File: src/rtl/instr_fetch_pkg.sv
// Shared processor definitions for the fetch path: widths, reset PC and FSM encoding.
package instr_fetch_pkg;
  localparam int PC_W  = 16;
  localparam int TMR_W = 8;
  localparam logic [PC_W-1:0] RESET_PC_DEF = 16'h0000;

  typedef enum logic [1:0] {
    IDLE  = 2'd0,
    FETCH = 2'd1,
    VALID = 2'd2,
    FAULT = 2'd3
  } fetch_state_e;

  // PC arithmetic is modulo 2^PC_W; the carry is dropped.
  function automatic logic [PC_W-1:0] pc_add(input logic [PC_W-1:0] a, input logic [PC_W-1:0] b);
    return a + b;
  endfunction
endpackage

File: src/rtl/instr_fetch_if.sv
// Instruction-memory read bus: fetch unit is master, memory is slave.
interface instr_fetch_if;
  logic                           mem_req;
  logic [instr_fetch_pkg::PC_W-1:0] mem_addr;
  logic                           mem_ack;
  logic [instr_fetch_pkg::PC_W-1:0] mem_rdata;

  modport master (output mem_req, output mem_addr, input mem_ack, input mem_rdata);
  modport slave  (input mem_req, input mem_addr, output mem_ack, output mem_rdata);
endinterface

File: src/rtl/instr_fetch_timer.sv
// Fetch wait counter: cleared on FETCH entry, counts un-acked FETCH cycles.
module fetch_timer
  import instr_fetch_pkg::*;
(
  input  logic             clk,
  input  logic             rst_n,
  input  logic             clear,
  input  logic             enable,
  input  logic [TMR_W-1:0] limit,
  output logic             expired
);
  logic [TMR_W-1:0] cnt;

  // Count stops at the limit so it can never wrap back below it.
  always_ff @(posedge clk or negedge rst_n) begin
    if (!rst_n)                 cnt <= '0;
    else if (clear)             cnt <= '0;
    else if (enable && !expired) cnt <= cnt + 1'b1;
  end

  assign expired = (cnt == limit);
endmodule

File: src/rtl/instr_fetch.sv
// Instruction fetch unit: PC, redirect, single outstanding memory read, timeout fault.
module instr_fetch
  import instr_fetch_pkg::*;
#(
  parameter logic [PC_W-1:0] RESET_PC = RESET_PC_DEF,
  parameter int              TIMEOUT  = 16
) (
  input  logic              clk,
  input  logic              rst_n,
  instr_fetch_if.master     mem,
  input  logic              fetch_en,
  input  logic              redirect,
  input  logic [PC_W-1:0]   imm_ext,
  output logic [PC_W-1:0]   ir,
  output logic              ir_valid,
  output logic [PC_W-1:0]   ir_pc,
  output logic [PC_W-1:0]   pc,
  output logic              fault
);
  localparam logic [TMR_W-1:0] LIMIT = TMR_W'(TIMEOUT - 1);

  fetch_state_e    state, nxt;
  logic            ready, issue, ack, expired;
  logic [PC_W-1:0] target;

  // IDLE and VALID are the only states that accept controller commands.
  assign ready  = (state == IDLE) || (state == VALID);
  assign issue  = ready && fetch_en;
  assign ack    = (state == FETCH) && mem.mem_ack;
  assign target = pc_add(ir_pc, imm_ext);

  // State register.
  always_ff @(posedge clk or negedge rst_n) begin
    if (!rst_n) state <= IDLE;
    else        state <= nxt;
  end

  // Next state and state-decoded outputs; mem_req follows state so reset drops it at once.
  always_comb begin
    nxt         = state;
    mem.mem_req = 1'b0;
    ir_valid    = 1'b0;
    fault       = 1'b0;
    case (state)
      IDLE:    if (fetch_en) nxt = FETCH;
      VALID: begin
        ir_valid = 1'b1;
        if (fetch_en) nxt = FETCH;
      end
      FETCH: begin
        mem.mem_req = 1'b1;
        if (mem.mem_ack) nxt = VALID;   // ack on the limit cycle wins
        else if (expired) nxt = FAULT;
      end
      FAULT:   fault = 1'b1;
      default: nxt = IDLE;
    endcase
  end

  // Datapath: PC/redirect in IDLE/VALID, capture on the ack edge, hold otherwise.
  always_ff @(posedge clk or negedge rst_n) begin
    if (!rst_n) begin
      pc           <= RESET_PC;
      mem.mem_addr <= '0;
      ir           <= '0;
      ir_pc        <= '0;
    end else if (ready) begin
      if (redirect) pc <= target;
      if (fetch_en) mem.mem_addr <= redirect ? target : pc;
    end else if (ack) begin
      ir    <= mem.mem_rdata;
      ir_pc <= mem.mem_addr;
      pc    <= pc_add(mem.mem_addr, PC_W'(1));
    end
  end

  fetch_timer u_timer (
    .clk     (clk),
    .rst_n   (rst_n),
    .clear   (issue),
    .enable  ((state == FETCH) && !mem.mem_ack),
    .limit   (LIMIT),
    .expired (expired)
  );
endmodule

File: src/flat_wrapper.sv
// flat-port wrapper written by rule: the top's interface ports become plain ports
module instr_fetch_flat import instr_fetch_pkg::*;
#(
  parameter logic [PC_W-1:0] RESET_PC = RESET_PC_DEF,
  parameter int              TIMEOUT  = 16
)
  (clk, rst_n, fetch_en, redirect, imm_ext, ir, ir_valid, ir_pc, pc, fault, mem_mem_req, mem_mem_addr, mem_mem_ack, mem_mem_rdata);
  instr_fetch_if mem_i ();
  input  logic clk;
  input  logic rst_n;
  input  logic fetch_en;
  input  logic redirect;
  input  logic [PC_W-1:0] imm_ext;
  output logic [PC_W-1:0] ir;
  output logic ir_valid;
  output logic [PC_W-1:0] ir_pc;
  output logic [PC_W-1:0] pc;
  output logic fault;
  output wire logic [$bits(mem_i.mem_req)-1:0] mem_mem_req;
  output wire logic [$bits(mem_i.mem_addr)-1:0] mem_mem_addr;
  input wire logic [$bits(mem_i.mem_ack)-1:0] mem_mem_ack;
  input wire logic [$bits(mem_i.mem_rdata)-1:0] mem_mem_rdata;
  assign mem_mem_req = mem_i.mem_req;
  assign mem_mem_addr = mem_i.mem_addr;
  assign mem_i.mem_ack = mem_mem_ack;
  assign mem_i.mem_rdata = mem_mem_rdata;
  instr_fetch #(.RESET_PC(RESET_PC), .TIMEOUT(TIMEOUT)) u_core (.clk(clk), .rst_n(rst_n), .mem(mem_i), .fetch_en(fetch_en), .redirect(redirect), .imm_ext(imm_ext), .ir(ir), .ir_valid(ir_valid), .ir_pc(ir_pc), .pc(pc), .fault(fault));
endmodule
File: config.mk
export PLATFORM = sky130hd
export DESIGN_NAME = instr_fetch_flat
export DESIGN_NICKNAME = d
export VERILOG_FILES = /design/src/rtl/instr_fetch_pkg.sv /design/src/rtl/instr_fetch_if.sv /design/src/rtl/instr_fetch_timer.sv /design/src/rtl/instr_fetch.sv /design/src/flat_wrapper.sv
export SDC_FILE = /design/constraint.sdc
export NUM_CORES = 1
export LEC_CHECK = 0
export BUFFER_PORTS_ARGS = -buffer_cell sky130_fd_sc_hd__buf_2
export CORE_MARGIN = 2
export CORE_UTILIZATION = 55
export CTS_CLUSTER_SIZE = 10
export DETAILED_ROUTE_END_ITERATION = 10
export PLACE_DENSITY = 0.81
export SETUP_SLACK_MARGIN = 0.2
export SLEW_MARGIN = 20
export SYNTH_ARGS = -nofsm -noshare
export SYNTH_HDL_FRONTEND = slang
export SYNTH_SLANG_ARGS = --single-unit
File: constraint.sdc
create_clock -name clk -period 5.8 [get_ports clk]
set_clock_uncertainty 0.05 [all_clocks]
set_input_delay 0.58 -clock clk [delete_from_list [all_inputs] [get_ports clk]]
set_output_delay 0.58 -clock clk [all_outputs]
set_load 0.05 [all_outputs]
==> qor.csv, run 1 <==
stage,metric,value,unit
critical_path,CP peak stage delay,430,ps
global_routing,vias in the first global route,3696,
sta,RSZ-0062 raised after global routing,false,
die,I/O pin total,104,
placed_design,hpwl dp,7500,um
clock_network,Root Buffer,clkbuf_8,
routing,Via density,5.64,
synthesis,"Primary FF master, synth",dfrtp_1,
synthesis,Mapped Cells,460,
placed_design,gpl congestion,0.881,
die,DIE WIDTH,90.8,um
sta,period utilization,44.7,%
die,Initial Util,56.8,%
critical_path,Worst EP required,5960,ps
global_routing,largest net degree at the start of global routing,75,
sta,Max Fclk,0.385,GHz
flow_run,max-capacitance violation count,0,
sta,final-report max-slew violation count,0,
clock_network,H-tree depth,3,
status,status,"finished, final reports clean",
global_routing,gr ovfl total,0,
power_and_ir_drop,P_sw,937,uW
critical_path,"CP delay by family, top",compound AO/OA/AOI/OAI gates,
synthesis,"Async S/R FF share, synth",100,%
power_and_ir_drop,Seq pwr share,37.5,%
power_and_ir_drop,Pleak,2.52,nW
critical_path,Crit path arrival time,2750,ps
critical_path,top fanout value on the critical path,3,
power_and_ir_drop,clock power share,20.5,%
synthesis,#FFs+latches synth,74,
global_routing,Global Route Usage Sum,26.8,%
routing,WL/cell,16.2,um
routing,Iteration-0 DRC Markers,236,
clock_network,CTS tree,built,
power_and_ir_drop,Max IR drop VDD,0.000222,V
sta,Final Setup Violations,0,
clock_network,post_cts resized,0,
critical_path,"Critical Path, Cell by Cell","ha_1, fa_1, a21oi_1, o21ai_0, a22o_4, o32a_1, xnor2_1, o221ai_1",
clock_network,cts bufs inserted,9,
placed_design,IO buf count,103,
routing,DRT Pass-1 Iters,4,
critical_path,slowest cell on the critical path,fa_1,
routing,Via Count,3710,
sta,Period minus WS final,2600,ps
cells_and_area,number of diodes,0,
min_path,min-delay worst type,in -> async,
synthesis,Synth cell types,52,
global_routing,met2 Resource Use GR,45.2,%
power_and_ir_drop,Pint,1.08,mW
cells_and_area,layout cell share with drive strength beyond 1,22.9,%
clock_network,Post-CTS Setup Bufs,0,
clock_network,clock net sink count,74,
critical_path,Critical Path End Type,register,
critical_path,worst path buffer plus inverter count,0,
die,die height,90.8,um
sta,slew margin rel.,26.5,%
global_routing,first-pass GRT wire length,17700,um
clock_network,CTS Buffer Depth,2,
synthesis,"Cell Area, Synth",4150,sq um
synthesis,syn avg cell area,9.01,sq um
power_and_ir_drop,Combinational Power Share,42.0,%
synthesis,"Net Count, Synth",515,
clock_network,Hold Buf Count CTS,0,
global_routing,met3 Track Usage GR,3.84,%
cells_and_area,Layout area overhead,18.2,%
power_and_ir_drop,total power,2.02,mW
cells_and_area,most frequent cells in the layout,"nand2_1 (128), buf_2 (102), dfrtp_1 (74), nor2_1 (24), a21oi_1 (20)",
power_and_ir_drop,Switching Fraction,46.4,%
synthesis,post-synthesis sequential area ratio,44.7,%
power_and_ir_drop,PD cells,412,nW/um^2
global_routing,grt met1 use,35.0,%
routing,post-route ant nets,0,
cells_and_area,"Net count, final",609,
routing,WL final,10600,um
critical_path,Worst setup SP type,register,
cells_and_area,"commonest non-fill, non-tap cell in the layout",nand2_1,
synthesis,Post-synth EDFFs,0,
global_routing,initial antenna violation count,0,
clock_network,"Clk pin slew, worst setup/hold paths",80,ps
routing,drt drc,0,
synthesis,Synth Warn #,0,
clock_network,worst skew pair latency,350,ps
die,Core Region,7290,sq um
die,Die Area,8250,sq um
sta,Worst Tran Pin Value,1100,ps
sta,final count of hold timing violations,0,
die,row cnt,31,
sta,setup_tns,0,ps
global_routing,grt peak-use layer,met2,
critical_path,CP Class,reg -> reg,
[area by class of cell]
class                      instances  area [sq um]
sequential                        74          1850
clock inverter                     2          35.0
clock buffer                      14           163
tap                               99           124
fill                             632          2390
timing repair buffer             106           541
multi-input combinational        356          2160
inverter                           7          26.3
[power groups by stage]
stage	clock network, mW	logic (mW)	registers [mW]
after floorplan	0	0.254	1.13
after global placement	0	0.832	0.758
final	0.414	0.849	0.758
after detailed placement	0	0.848	0.765
after CTS	0.416	0.851	0.757
after global routing	0.442	0.899	0.776
[stage by stage]
step / hold WS (ps) / std cells / worst slack (ps) / util [%] / cell area (sq um)
4_1_cts: 359 / 658 / 3230 / 67.2 / 4900
3_5_place_dp: 407 / 642 / 2950 / 64.5 / 4700
5_1_grt: 366 / 658 / 3050 / 67.2 / 4900
6_report: 311 / 658 / 3200 / 67.2 / 4900
3_3_place_gp: 403 / 642 / 3030 / 64.5 / 4700
2_1_floorplan: 234 / 460 / 3220 / - / 4150
[synth_stat cells, types with 4 or more instances]
cell | instances | area share (%)
nor3b_1 | 7 | 1.3
o21ai_1 | 4 | 0.48
nand4_1 | 4 | 0.60
nand3_1 | 18 | 2.2
clkbuf_1 | 16 | 1.4
nor2b_1 | 6 | 0.91
nand2_1 | 128 | 12
dfrtp_1 | 74 | 45
xor2_1 | 15 | 3.2
nand2b_1 | 4 | 0.60
a21oi_1 | 20 | 2.4
inv_1 | 7 | 0.63
o21ai_0 | 19 | 2.3
nor2_1 | 24 | 2.2
xnor2_1 | 18 | 3.8
o221ai_1 | 8 | 1.7
mux2i_1 | 9 | 2.2
ha_1 | 17 | 5.1
a221o_1 | 6 | 1.4
[metal layers]
layer	vias to the layer above	wire, um
met4	0	155
met1	1808	4640
met3	14	593
li1	1774	-
met5	-	0
met2	114	5250
[worst register-to-register path: stages, from the launching register on]
cell and delay, ps:
dfrtp_1 400, ha_1 210, fa_1 430, a21oi_1 160
o21ai_0 200, a22o_4 300, o32a_1 400, xnor2_1 160
o221ai_1 130
[registers in the layout, indices dropped and copies added, names as in the netlist]
name	cells
u_core.pc	16
u_core.mem.mem_addr	16
u_core.state	2
u_core.ir_pc	16
u_core.ir	16
u_core.u_timer.cnt	8
[cell families after synthesis]
logic type / synth area share [%]
fa+ha+maj: 5.61
flops: 44.7
xor+xnor: 6.97
buf+inv: 3.23
simple gates: 23.8
mux: 2.17
compound gates: 13.5
[worst paths after layout]
check / start / to / slack (ps) / depth (start not counted)
setup / recovery: u_core.ir_pc[0]$_DFFE_PN0P_ / u_core.pc[14]$_DFFE_PN0P_ / 3200 / 8
max in group asynchronous: rst_n / u_core.ir_pc[3]$_DFFE_PN0P_ / 4780 / 1
min in group clk: mem_mem_rdata[6] / u_core.ir[6]$_DFFE_PN0P_ / 360 / 3
hold reg to reg: u_core.ir[8]$_DFFE_PN0P_ / u_core.ir[8]$_DFFE_PN0P_ / 420 / 2
setup reg to reg: u_core.ir_pc[0]$_DFFE_PN0P_ / u_core.pc[14]$_DFFE_PN0P_ / 3200 / 8
hold / removal: rst_n / u_core.mem.mem_addr[13]$_DFFE_PN0P_ / 310 / 1
Note: power is estimated with default switching activity, not from simulation.
==> inputs of run 2 (changes only) <==
Settings changed: CORE_UTILIZATION 55 to 54, PLACE_DENSITY 0.81 to 0.8.
Clock period 5.8 ns to 2.5 ns, I/O delays scaled along.
==> run 2 against run 1 <==
The flow now finishes with violations (negative hold slack). Utilization increased by 1.3 points. Cell area increased by 2.5%. Setup slack got worse by 3000 ps. Sequential power rose by 130%. Clock-buffer cell count fell by 3. Combinational power increased by 140%. Critical endpoint unchanged. Largest cell class unchanged. Highest routed layer unchanged.
==> qor.csv, run 2 (synthesized netlist as in run 1, its figures left out) <==
stage,metric,value,unit
clock_network,worst skew pair latency,360,ps
clock_network,clock net sink count,74,
placed_design,IO buf count,103,
power_and_ir_drop,Pleak,2.53,nW
global_routing,Global Route Usage Sum,26.4,%
sta,Worst Tran Pin Value,1090,ps
critical_path,reg2reg setup slack,200,ps
cells_and_area,number of diodes,0,
sta,Max Fclk,0.435,GHz
flow_run,max-capacitance violation count,0,
status,violated checks,negative hold slack,
sta,slew margin rel.,26.8,%
power_and_ir_drop,Max IR drop VDD,0.000700,V
die,DIE WIDTH,91.6,um
critical_path,Worst R2R End,u_core.pc[14]$_DFFE_PN0P_,
routing,Iteration-0 DRC Markers,240,
routing,WL final,10600,um
routing,Via Count,3723,
cells_and_area,Layout area overhead,21.1,%
global_routing,initial antenna violation count,0,
clock_network,CTS tree,built,
power_and_ir_drop,total power,4.59,mW
critical_path,slowest cell on the critical path,dfrtp_2,
cells_and_area,Fillers,616,
routing,DRT Pass-1 Iters,4,
die,row cnt,31,
sta,setup_tns,0,ps
cells_and_area,storage element area,1860,sq um
critical_path,Crit path arrival time,2470,ps
critical_path,Worst setup SP type,register,
critical_path,Critical Path End Type,register,
clock_network,Hold Buf Count CTS,0,
min_path,min-delay worst type,in -> async,
critical_path,R2R Path Start,u_core.ir_pc[0]$_DFFE_PN0P_,
critical_path,Worst EP required,2670,ps
global_routing,vias in the first global route,3724,
cells_and_area,layout cell share with drive strength beyond 1,27.3,%
critical_path,top fanout value on the critical path,3,
power_and_ir_drop,PD cells,914,nW/um^2
cells_and_area,most frequent cells in the layout,"nand2_1 (128), buf_2 (102), dfrtp_1 (67), nor2_1 (24)",
power_and_ir_drop,Pint,2.41,mW
sta,period utilization,91.9,%
clock_network,Root Buffer,clkbuf_8,
power_and_ir_drop,P_sw,2.18,mW
power_and_ir_drop,Switching Fraction,47.5,%
power_and_ir_drop,Seq pwr share,38.1,%
die,die height,91.6,um
sta,RSZ-0062 raised after global routing,true,
critical_path,CP peak stage delay,430,ps
routing,post-route ant nets,0,
cells_and_area,area of the multi-input gates,2240,sq um
sta,hold_ws,-22.2,ps
global_routing,gr ovfl total,0,
clock_network,cts bufs inserted,9,
die,I/O pin total,104,
placed_design,hpwl dp,7530,um
sta,Period minus WS final,2300,ps
routing,drt drc,0,
status,status,"finished, violations left",
cells_and_area,"Net count, final",617,
routing,WL/cell,15.9,um
die,Core Region,7330,sq um
critical_path,CP Class,reg -> reg,
routing,Via density,5.59,
sta,final-report max-slew violation count,0,
global_routing,largest net degree at the start of global routing,75,
clock_network,CTS Buffer Depth,2,
clock_network,"Clk pin slew, worst setup/hold paths",80,ps
clock_network,H-tree depth,3,
critical_path,"Critical Path, Cell by Cell","ha_4, fa_2, a21oi_2, o21ai_2, a22o_4, o32a_1, xnor2_1, o221ai_1",
sta,Final Setup Violations,0,
critical_path,FF-to-FF path depth,8,
die,Die Area,8390,sq um
cells_and_area,"commonest non-fill, non-tap cell in the layout",nand2_1,
sta,final count of hold timing violations,26,
power_and_ir_drop,clock power share,18.3,%
global_routing,first-pass GRT wire length,17700,um
placed_design,gpl congestion,0.867,
die,Initial Util,56.5,%
power_and_ir_drop,Combinational Power Share,43.6,%
==> run 2: changes by cell type in the layout (fill, tap and decap cells not counted), sizes merged <==
cell / previous run / this run
bufinv: 1 / 0
clkinv: 1 / 4
clkinvlp: 0 / 1
clkbuf: 14 / 11
buf: 106 / 114
==> run 2: worst max-delay path, delay by kind of cell (launching register included) <==
| kind | cells | cell delay [ps] |
|---|---|---|
| DFF | 1 | 430 |
| AOI/OAI and AO/OA | 5 | 1010 |
| adders and majority gates | 2 | 530 |
| xor gates and xnor gates | 1 | 140 |
==> run 2: metrics by stage <==
stage | area [sq um] | cells | utilization, % | worst slack [ps]
floorplan | 4190 | 460 | - | 187
global placement | 4790 | 649 | 65.4 | 242
detailed placement | 4790 | 649 | 65.4 | 207
CTS | 4970 | 666 | 67.9 | 199
global route | 5020 | 666 | 68.5 | 138
finish | 5020 | 666 | 68.5 | 201
==> run 2: cell type report <==
cell class,instances,area share [%]
Multi-Input combinational cell,356,44.6
Sequential cell,74,37.1
Timing Repair Buffer,114,12.0
Clock buffer,11,2.82
Tap cell,99,2.47
Clock inverter,5,0.623
Inverter,7,0.523
==> run 2: per-layer routing <==
metal	wire (um)	part of all wire [%]	global-route usage [%]	up-vias
met5	0	0	0	-
met4	113	1.1	9.09	0
met3	665	6.3	5.18	11
met2	5200	49	43.5	113
met1	4620	44	34.9	1812
li1	-	-	-	1787
==> run 2: worst max-delay path by stage <==
stage / start / end / slack, ps / depth (start not counted)
5_1_grt: u_core.ir_pc[0]$_DFFE_PN0P_ / u_core.pc[14]$_DFFE_PN0P_ / 140 / 8
3_5_place_dp: u_core.ir_pc[0]$_DFFE_PN0P_ / u_core.pc[14]$_DFFE_PN0P_ / 210 / 8
3_3_place_gp: u_core.ir_pc[0]$_DFFE_PN0P_ / u_core.pc[14]$_DFFE_PN0P_ / 240 / 8
6_report: u_core.ir_pc[0]$_DFFE_PN0P_ / u_core.pc[14]$_DFFE_PN0P_ / 200 / 8
2_1_floorplan: u_core.ir_pc[0]$_DFFE_PN0P_ / u_core.pc[14]$_DFFE_PN0P_ / 190 / 8
4_1_cts: u_core.ir_pc[0]$_DFFE_PN0P_ / u_core.pc[14]$_DFFE_PN0P_ / 200 / 8
==> run 2: power by group through the flow <==
stage	clock network, mW	logic, mW	registers (mW)
after floorplan	0	0.600	2.63
after global placement	0	1.95	1.75
after detailed placement	0	1.98	1.76
after CTS	0.851	1.99	1.74
after global routing	0.900	2.12	1.79
final	0.838	2.00	1.75
==> run 2: repair_timing <==
action                     in CTS  in global routing
setup buffers                   1                  0
gates resized for setup         0                  9
setup endpoints to repair       2                 12
pin swaps                       2                  3
